`config.mk`:
```
export PLATFORM = sky130hd
export DESIGN_NAME = bcd_scheduler
export DESIGN_NICKNAME = d
export VERILOG_FILES = /design/src/rtl/bcd_sched_pkg.sv /design/src/rtl/bcd_dabble_core.sv /design/src/rtl/bcd_scheduler.sv
export SDC_FILE = /design/constraint.sdc
export NUM_CORES = 1
export LEC_CHECK = 0
export CAP_MARGIN = 20
export CORE_MARGIN = 3
export CORE_UTILIZATION = 40
export DETAILED_ROUTE_END_ITERATION = 12
export PLACE_DENSITY = 0.72
export SLEW_MARGIN = 20
export SYNTH_ARGS = -nofsm -noshare
export SYNTH_HDL_FRONTEND = slang
export SYNTH_SLANG_ARGS = --single-unit
```
`constraint.sdc`:
```
create_clock -name freq_source -period 1.8 [get_ports freq_source]
set_input_delay 0.27 -clock freq_source [delete_from_list [all_inputs] [get_ports freq_source]]
set_output_delay 0.27 -clock freq_source [all_outputs]
set_load 0.03 [all_outputs]
```
`src/rtl/bcd_sched_pkg.sv`:
```
// Shared definitions for the BCD conversion scheduler.
// Contents: FSM state enum, channel indices, the largest decimal value that
// fits in eight BCD digits, and helper functions that size the accumulator
// and compute the saturation threshold for arbitrary DIGITS.
package bcd_sched_pkg;

  typedef enum logic [1:0] {
    IDLE  = 2'd0,
    CONV  = 2'd1,
    WRITE = 2'd2
  } bcd_state_e;

  localparam int CH_FREQ = 0;
  localparam int CH_HRES = 1;
  localparam int CH_DUTY = 2;
  localparam int NUM_CH  = 3;

  localparam longint unsigned MAX_DEC = 64'd99_999_999;

  // 10^digits - 1, the largest value representable in 'digits' BCD digits.
  function automatic logic [63:0] max_dec(input int digits);
    logic [63:0] p;
    p = 64'd1;
    for (int i = 0; i < digits; i++) p = p * 64'd10;
    return p - 64'd1;
  endfunction

  // Accumulator digits: enough for any DATA_W-bit value (0.3*W + 1 covers
  // log10(2^W) for realistic widths) and always at least one digit above
  // the kept result so that an over-range value leaves a non-zero high digit.
  function automatic int acc_digits(input int data_w, input int digits);
    int d;
    d = (data_w * 3) / 10 + 1;
    if (d < digits + 1) d = digits + 1;
    return d;
  endfunction

endpackage

```
`src/rtl/bcd_dabble_core.sv`:
```
// Shift-add-3 (double-dabble) binary-to-BCD datapath.
// Ports:
//   clk, rst_n   : clock, asynchronous active-low reset
//   load         : copy load_val into the shifter, clear acc and cnt
//   load_val     : binary value to convert
//   run          : perform one add-3/shift step this cycle
//   acc          : BCD accumulator (valid after DATA_W run cycles)
//   last_shift   : high during the run cycle that performs the final shift
module bcd_dabble_core #(
  parameter int DATA_W = 32,
  parameter int ACC_W  = 40
) (
  input  logic              clk,
  input  logic              rst_n,
  input  logic              load,
  input  logic [DATA_W-1:0] load_val,
  input  logic              run,
  output logic [ACC_W-1:0]  acc,
  output logic              last_shift
);

  localparam int CNT_W = $clog2(DATA_W + 1);
  localparam int NIB   = ACC_W / 4;

  logic [ACC_W-1:0]  acc_q, acc_d, adj;
  logic [DATA_W-1:0] sh_q, sh_d;
  logic [CNT_W-1:0]  cnt_q, cnt_d;

  always_comb begin
    acc_d = acc_q;
    sh_d  = sh_q;
    cnt_d = cnt_q;
    adj   = acc_q;
    // Pre-correct every digit that would exceed 9 after doubling.
    for (int i = 0; i < NIB; i++) begin
      if (adj[4*i +: 4] >= 4'd5) adj[4*i +: 4] = adj[4*i +: 4] + 4'd3;
    end
    if (load) begin
      acc_d = '0;
      sh_d  = load_val;
      cnt_d = '0;
    end else if (run) begin
      {acc_d, sh_d} = {adj, sh_q} << 1;
      cnt_d         = cnt_q + CNT_W'(1);
    end
  end

  always_ff @(posedge clk or negedge rst_n) begin
    if (!rst_n) begin
      acc_q <= '0;
      sh_q  <= '0;
      cnt_q <= '0;
    end else begin
      acc_q <= acc_d;
      sh_q  <= sh_d;
      cnt_q <= cnt_d;
    end
  end

  assign acc        = acc_q;
  assign last_shift = run && (cnt_q == CNT_W'(DATA_W - 1));

endmodule

```
`src/rtl/bcd_scheduler.sv`:
```
// Shares one double-dabble engine between three requesters (freq, hres,
// duty) and holds each channel's latest packed BCD result for the display.
// Optional feature: define BCD_SCHED_RR_EN for round-robin arbitration;
// otherwise fixed priority freq > hres > duty.
// Ports:
//   freq_source            : clock
//   rst                    : asynchronous active-low reset
//   {freq,hres,duty}_valid : strobe sampling the matching *_data
//   {freq,hres,duty}_data  : binary value (duty is 16 bits, zero-extended)
//   {freq,hres,duty}_bcd   : packed BCD result, digit 0 in [3:0]
//   {freq,hres,duty}_done  : one-cycle pulse when that result updates
//   {freq,hres,duty}_ovf   : last converted value exceeded 10^DIGITS-1
//   busy                   : FSM not in IDLE
//   state_dbg              : current FSM state
// Handshake: a valid strobe is sampled on every rising edge with no ready;
// the newest value per channel wins and is converted when the engine frees.
module bcd_scheduler
  import bcd_sched_pkg::*;
#(
  parameter int DATA_W = 32,
  parameter int DIGITS = 8
) (
  input  logic                freq_source,
  input  logic                rst,
  input  logic                freq_valid,
  input  logic [DATA_W-1:0]   freq_data,
  input  logic                hres_valid,
  input  logic [DATA_W-1:0]   hres_data,
  input  logic                duty_valid,
  input  logic [15:0]         duty_data,
  output logic [4*DIGITS-1:0] freq_bcd,
  output logic [4*DIGITS-1:0] hres_bcd,
  output logic [4*DIGITS-1:0] duty_bcd,
  output logic                freq_done,
  output logic                hres_done,
  output logic                duty_done,
  output logic                freq_ovf,
  output logic                hres_ovf,
  output logic                duty_ovf,
  output logic                busy,
  output bcd_state_e          state_dbg
);

  localparam int          RES_W   = 4 * DIGITS;
  localparam int          ACC_W   = 4 * acc_digits(DATA_W, DIGITS);
  localparam logic [63:0] MAX_VAL = max_dec(DIGITS);

  logic [NUM_CH-1:0]             valid_vec;
  logic [NUM_CH-1:0][DATA_W-1:0] data_vec;

  bcd_state_e                    state_q, state_d;
  logic [1:0]                    grant_q, grant_d;
  logic                          sat_q, sat_d;
  logic [NUM_CH-1:0]             pending_q, pending_d;
  logic [NUM_CH-1:0][DATA_W-1:0] hold_q, hold_d;
  logic [NUM_CH-1:0][RES_W-1:0]  res_q, res_d;
  logic [NUM_CH-1:0]             ovf_q, ovf_d;
  logic [NUM_CH-1:0]             done_q, done_d;

  logic [1:0]       pick;
  logic             core_load, core_run, last_shift;
  logic [ACC_W-1:0] acc;
  logic             over_range;

  assign valid_vec = {duty_valid, hres_valid, freq_valid};
  assign data_vec[CH_FREQ] = freq_data;
  assign data_vec[CH_HRES] = hres_data;
  assign data_vec[CH_DUTY] = DATA_W'(duty_data);

`ifdef BCD_SCHED_RR_EN
  logic [1:0] last_q, last_d;
  logic       found;

  // Search starts one past the last granted channel.
  always_comb begin
    pick  = 2'(CH_FREQ);
    found = 1'b0;
    for (int k = 1; k <= NUM_CH; k++) begin
      if (!found && pending_q[(int'(last_q) + k) % NUM_CH]) begin
        pick  = 2'((int'(last_q) + k) % NUM_CH);
        found = 1'b1;
      end
    end
  end
`else
  always_comb begin
    if (pending_q[CH_FREQ])      pick = 2'(CH_FREQ);
    else if (pending_q[CH_HRES]) pick = 2'(CH_HRES);
    else                         pick = 2'(CH_DUTY);
  end
`endif

  // The grant-time compare catches every over-range value; non-zero high
  // digits in the accumulator can only occur alongside it.
  assign over_range = sat_q || (|acc[ACC_W-1:RES_W]);

  always_comb begin
    state_d   = state_q;
    grant_d   = grant_q;
    sat_d     = sat_q;
    pending_d = pending_q;
    hold_d    = hold_q;
    res_d     = res_q;
    ovf_d     = ovf_q;
    done_d    = '0;
    core_load = 1'b0;
    core_run  = 1'b0;
`ifdef BCD_SCHED_RR_EN
    last_d    = last_q;
`endif
    case (state_q)
      IDLE: begin
        if (|pending_q) begin
          core_load       = 1'b1;
          grant_d         = pick;
          sat_d           = 64'(hold_q[pick]) > MAX_VAL;
          pending_d[pick] = 1'b0;
          state_d         = CONV;
`ifdef BCD_SCHED_RR_EN
          last_d          = pick;
`endif
        end
      end
      CONV: begin
        core_run = 1'b1;
        if (last_shift) state_d = WRITE;
      end
      WRITE: begin
        res_d[grant_q]  = over_range ? {DIGITS{4'h9}} : acc[RES_W-1:0];
        ovf_d[grant_q]  = over_range;
        done_d[grant_q] = 1'b1;
        state_d         = IDLE;
      end
      default: state_d = IDLE;
    endcase
    // Captures after the grant clear so a same-cycle strobe keeps pending set.
    for (int c = 0; c < NUM_CH; c++) begin
      if (valid_vec[c]) begin
        hold_d[c]    = data_vec[c];
        pending_d[c] = 1'b1;
      end
    end
  end

  always_ff @(posedge freq_source or negedge rst) begin
    if (!rst) begin
      state_q   <= IDLE;
      grant_q   <= '0;
      sat_q     <= 1'b0;
      pending_q <= '0;
      hold_q    <= '0;
      res_q     <= '0;
      ovf_q     <= '0;
      done_q    <= '0;
    end else begin
      state_q   <= state_d;
      grant_q   <= grant_d;
      sat_q     <= sat_d;
      pending_q <= pending_d;
      hold_q    <= hold_d;
      res_q     <= res_d;
      ovf_q     <= ovf_d;
      done_q    <= done_d;
    end
  end

`ifdef BCD_SCHED_RR_EN
  always_ff @(posedge freq_source or negedge rst) begin
    if (!rst) last_q <= 2'(CH_DUTY);
    else      last_q <= last_d;
  end
`endif

  bcd_dabble_core #(
    .DATA_W (DATA_W),
    .ACC_W  (ACC_W)
  ) u_core (
    .clk        (freq_source),
    .rst_n      (rst),
    .load       (core_load),
    .load_val   (hold_q[pick]),
    .run        (core_run),
    .acc        (acc),
    .last_shift (last_shift)
  );

  assign freq_bcd  = res_q[CH_FREQ];
  assign hres_bcd  = res_q[CH_HRES];
  assign duty_bcd  = res_q[CH_DUTY];
  assign freq_done = done_q[CH_FREQ];
  assign hres_done = done_q[CH_HRES];
  assign duty_done = done_q[CH_DUTY];
  assign freq_ovf  = ovf_q[CH_FREQ];
  assign hres_ovf  = ovf_q[CH_HRES];
  assign duty_ovf  = ovf_q[CH_DUTY];
  assign busy      = (state_q != IDLE);
  assign state_dbg = state_q;

endmodule

```
=== After elaboration in Yosys (flattened, before gate mapping) ===
Index checks and enable logic that the tools add are counted.

* Bits in registers: 268

* Mux-type cells: 41
* Add/subtract/negate cells: 11
* Equal/unequal tests: 5
* Order comparisons: 15
* Reduce and logical (&&, ||, !) cells: 20
* Bitwise gates (word level): 2

{| class="wikitable"
|+ Operators by type and width
! kind !! count
|-
| 32-bit two-way mux || 5
|-
| 96-bit bitwise mux || 1
|-
| 40-bit two-way mux || 2
|-
| 32-bit binary-select mux with 2-bit select || 1
|-
| 32-bit demux with 2-bit select || 1
|-
| 4-bit by 3-bit greater-or-equal comparator with 1-bit output, second input constant || 10
|-
| 4-bit by 2-bit adder with 4-bit output, second input constant || 9
|-
| 4-bit two-way mux || 9
|-
| 32-bit by 27-bit greater-than comparator with 1-bit output, second input constant || 1
|-
| 2-bit nonzero test || 8
|-
| 3-bit two-way mux || 4
|-
| 6-bit two-way mux || 2
|-
| 2-bit AND reduction || 5
|-
| 1-bit two-way mux || 8
|-
| 2-bit two-way mux || 4
|-
| 8-bit OR reduction || 1
|-
| 6-bit by 1-bit adder with 6-bit output, second input constant || 1
|-
| 6-bit by 5-bit == test with 1-bit output, second input constant || 1
|-
| 2-bit by 3-bit less-than comparator with 1-bit output, second input constant || 2
|-
| 1-bit demux with 2-bit select || 2
|-
| 2-bit by 1-bit greater-or-equal comparator with 1-bit output, second input constant || 2
|-
| 2-bit inequality test, second input constant || 2
|-
| 2-bit case mux with 2 select lines || 1
|-
| 3-bit by 2-bit adder with 3-bit output, second input constant || 1
|-
| 9 further kinds || 11
|}

=== Depth between registers and ports, before layout ===
* Depth after elaboration: 11
* Mapped depth: 8
* Depth with buffers taken out: 7

=== Cells and area by module ===
Synthesis repeated with hierarchy kept, for this count alone.

* Cells, all modules: 1,135
* Area total of the unflattened synthesis: 11,995.3 µm²

{| class="wikitable"
|+ By module, submodules not included
! module !! sequential area each (µm²) !! area each (µm²) !! cells an instance !! times used
|-
| bcd_scheduler || 4,754.6 || 7,688.6 || 680 || 1
|-
| bcd_dabble_core || 1,951.9 || 4,306.6 || 455 || 1
|}

=== Worst setup path after synthesis ===
OpenSTA, ideal clock, no wires.

* Path kind: flip-flop to flip-flop
* Start point: register state_q[1] (netlist: state_dbg[1])
* End point: register u_core.sh_q[19]
* Path slack: 0.095 ns
* Period minus slack after synthesis: 1.705 ns
* Cell stages (with the launch flop): 7
* Setup time: 0.126 ns
* Data required time: 1.674 ns
* Arrival time: 1.579 ns
* Path through: dfrtp_1 > nor2_1 > inv_2 > nor2_1 > nor2_1 > clkbuf_1 > a221o_1

* Longest elaborated chain between the ends: 3
* Elaborated cells between the ends (all ways): 6
* Those cells by class: 1 x eq/ne; 3 x mux; 2 x reduce/logical

{| class="wikitable"
|+ Ends and longest elaborated chain
! what !! line !! source
|-
| start: declaration || bcd_scheduler.sv:51 || <nowiki>bcd_state_e state_q, state_d;</nowiki>
|-
| start signal: assignment || bcd_scheduler.sv:156 || <nowiki>state_q <= state_d;</nowiki>
|-
| 2-bit by 1-bit == test with 1-bit output or 2-bit logical NOT (tied branches) || bcd_scheduler.sv:111 || <nowiki>case (state_q)</nowiki>
|-
| 1-bit two-way mux || bcd_scheduler.sv:111 ||
|-
| 2-bit nonzero test (no line) or 32-bit two-way mux (tied branches) || -- ||
|-
| end signal: assignment || bcd_dabble_core.sv:51 || <nowiki>sh_q <= '0;</nowiki>
|-
| end signal: assignment || bcd_dabble_core.sv:55 || <nowiki>sh_q <= sh_d;</nowiki>
|-
| end: declaration || bcd_dabble_core.sv:26 || <nowiki>logic [DATA_W-1:0] sh_q, sh_d;</nowiki>
|}

Parallel ways exist; a longest one is shown, timed or not.
A chain may end at the register's enable or synchronous reset.

=== Worst setup path in the final report ===
* Start point: register state_q[1] (netlist: state_dbg[1])
* End point: output port state_dbg[1]

{| class="wikitable"
|+ RTL lines
! what !! line !! source
|-
| end: declaration || bcd_scheduler.sv:41 || <nowiki>output bcd_state_e state_dbg</nowiki>
|}

No word-level cell between the ends.

==> impl_metrics.tcl <==
set metrics [dict create \
    antenna_cells 0 \
    end_kind "primary output" \
    seqPwrFrac 0.465 \
    drive_gt1_frac 0.152 \
    grt_overflow 0 \
    cp.required_ns 1.53 \
    switching_share 0.254 \
    gp_congestion 0.793 \
    fp.dieW_um 176 \
    period_share 0.973 \
    synth_seq_cells 268 \
    cts_tree "built" \
    hold_path.class "in2async" \
    drv_cap 0 \
    instances_no_fill 1647 \
    drt_first_pass_iters 5 \
    fin_area_um2 15000 \
    chipHeight_um 176 \
    power_switching_uw 3790 \
    num_io_pins 190 \
    port_buffers 189 \
    grt_pass1_wl_um 44800 \
    reg2reg_depth 5 \
    maxSlewHeadroom 0.573 \
    tightestPinTransition_ns 0.641 \
    worst_setup_path_start_kind "flip-flop" \
    routed_wl_um 26800 \
    p_per_area_nw_per_um2 997 \
    async_reset_ff_frac 1.00 \
    critical_path_arrival_ns 1.48 \
    p_clk_frac 0.402 \
    antenna_found_initial 0 \
    numCtsBuffers 29 \
    dp_hpwl_um 18500 \
    cts_max_level 1 \
    setup_tns_ns 0 \
    core.rowCount 61 \
    slew_viol_final 0 \
    synth_fp_nets 1169 \
    combinationalPowerShare 0.133 \
    wl_per_cell_um 16.3 \
    cts_buffer_depth 3 \
    start_util 0.411 \
    grt_pass1_vias 8589 \
    r2r_start "state_dbg[1]$_DFFE_PN0P_" \
    clkLatencyLatePin_ns 0.53 \
    hold_slack_ns 0.268 \
    path_max_fanout 4 \
    synth_flop_cell "dfrtp_1" \
    drt_first_iter_violations 595 \
    hold_viol 0 \
    dp_cells 1594 \
    setup_viol 0 \
    critPathKind "reg2out" \
    synth_cells 1061 \
    syn2layout_area_growth_pct 29.2 \
    final_common_cell "dfrtp_1" \
    numClockSinks 268 \
    run_status "finished, final reports clean" \
    clk_pin_slew_ns 0.06 \
    fmax_mhz 571 \
    p_leak_uw 0.00704 \
    skew_ns 0.00968 \
    num_vias 8605 \
    grt_max_degree 69 \
    clockRootBuffer "clkbuf_16" \
    drc 0 \
    post_cts_buffers 0 \
    grt_usage 0.173 \
    reg2reg_slack_ns 0.13 \
    viasPerCell 5.22 \
    coreArea_um2 28200 \
    final_nets 1356 \
    p_int_uw 11100 \
    syn_area_um2 11600 \
    dieArea_um2 31000 \
    seq_area_frac_synth 0.579 \
    place_area_um2 14100 \
    totalPowerFinal_uw 14900 \
    synth-edff-count 0 \
    ant_nets 0 \
    min_period_ns 1.75 \
    max-vdd-ir-drop_uv 577 \
    final_cell_mix "266 x dfrtp_1, 144 x nand2_1, 107 x o21ai_0" \
    synth_cell_type_count 46 \
    syn_avg_cell_area_um2 10.9 \
    r2r_end "u_core.acc[7]$_DFFE_PN0P_" \
    yosysWarnings 0 \
]
-- cell type report --
type / count / area (um^2)
Clock buffer: 42 / 845
Multi-Input combinational cell: 698 / 4490
Inverter: 24 / 90.1
Tap cell: 378 / 473
Fill cell: 2463 / 13200
Clock inverter: 10 / 130
Sequential cell: 268 / 6710
Timing Repair Buffer: 227 / 2230
-- worst max path at each step --
stage | slack, ns | startpoint | cells after the start | to
finish | 0.05 | state_dbg[1]$_DFFE_PN0P_ | 2 | state_dbg[1]
detailed placement | -0.15 | pending_q[1]$_DFFE_PN0P_ | 6 | sat_q$_DFFE_PN0P_
global route | -0.005 | state_dbg[1]$_DFFE_PN0P_ | 2 | state_dbg[1]
floorplan | 0.09 | state_dbg[1]$_DFFE_PN0P_ | 6 | u_core.sh_q[19]$_DFFE_PN0P_
CTS | -0.13 | state_dbg[0]$_DFFE_PN0P_ | 3 | busy
global placement | -0.14 | pending_q[1]$_DFFE_PN0P_ | 6 | sat_q$_DFFE_PN0P_
-- sequential cells by signal (all words and copies together), names as in the netlist --
signal,cells
u_core.sh_q,32
freq_bcd,32
state_dbg,2
pending_q,3
grant_q,2
sat_q,1
done_q,3
u_core.cnt_q,6
ovf_q,3
duty_bcd,32
hres_bcd,32
u_core.acc,40
hold_q,80
-- power by group through the flow --
stage / combinational [uW] / sequential, uW / clock [uW]
after floorplan: 968 / 7220 / 0
after global placement: 2040 / 7020 / 0
after detailed placement: 2110 / 7030 / 0
after CTS: 2010 / 6920 / 6120
after global routing: 2210 / 7000 / 6370
final: 1990 / 6930 / 6000
-- cells in the mapped netlist, drive strengths merged, types with 23 or more instances --
library cell,count,share of area
dfrtp,268,0.58
nand2,152,0.053
o21ai,146,0.063
mux2,83,0.081
nor2,64,0.021
a21oi,48,0.021
clkbuf,36,0.012
buf,35,0.018
nand3,29,0.013
inv,24,0.0078
ha,23,0.025
-- worst max-delay path, cell delays in order (launching register included) --
cell,delay [ns]
dfrtp_1,0.36
buf_4,0.14
dlygate4sd2_1,0.44
-- through the flow --
stage          setup WS (ns)   util
6_report              0.0484  0.531
5_1_grt             -0.00463  0.531
4_1_cts               -0.128  0.530
3_5_place_dp          -0.151  0.500
3_3_place_gp          -0.139  0.500
2_1_floorplan         0.0950      -
-- cells by family after synthesis --
group	Yosys count	share of synthesized area
AO/OA/AOI/OAI	275	0.142
multiplexers	99	0.0945
XOR/XNOR	22	0.0166
adder cells (fa/ha/maj)	23	0.0249
buffers and inverters	95	0.0372
flip-flops	268	0.579
AND/OR/NAND/NOR	279	0.106
-- per-layer routing --
metal,share of wire,global-route usage
met5,0,0
met4,0.018,0.0353
met3,0.057,0.0273
met2,0.45,0.274
met1,0.48,0.254
-- what timing repair did --
action | 4_1_cts | 5_1_grt
cloned | 0 | 0
resized for setup | 105 | 12
hold endpoints to repair | 43 | 0
pin swaps | 0 | 0
setup endpoints to repair | 105 | 5
hold buffers | 1 | 0
Power figures use the tool's default switching activity.
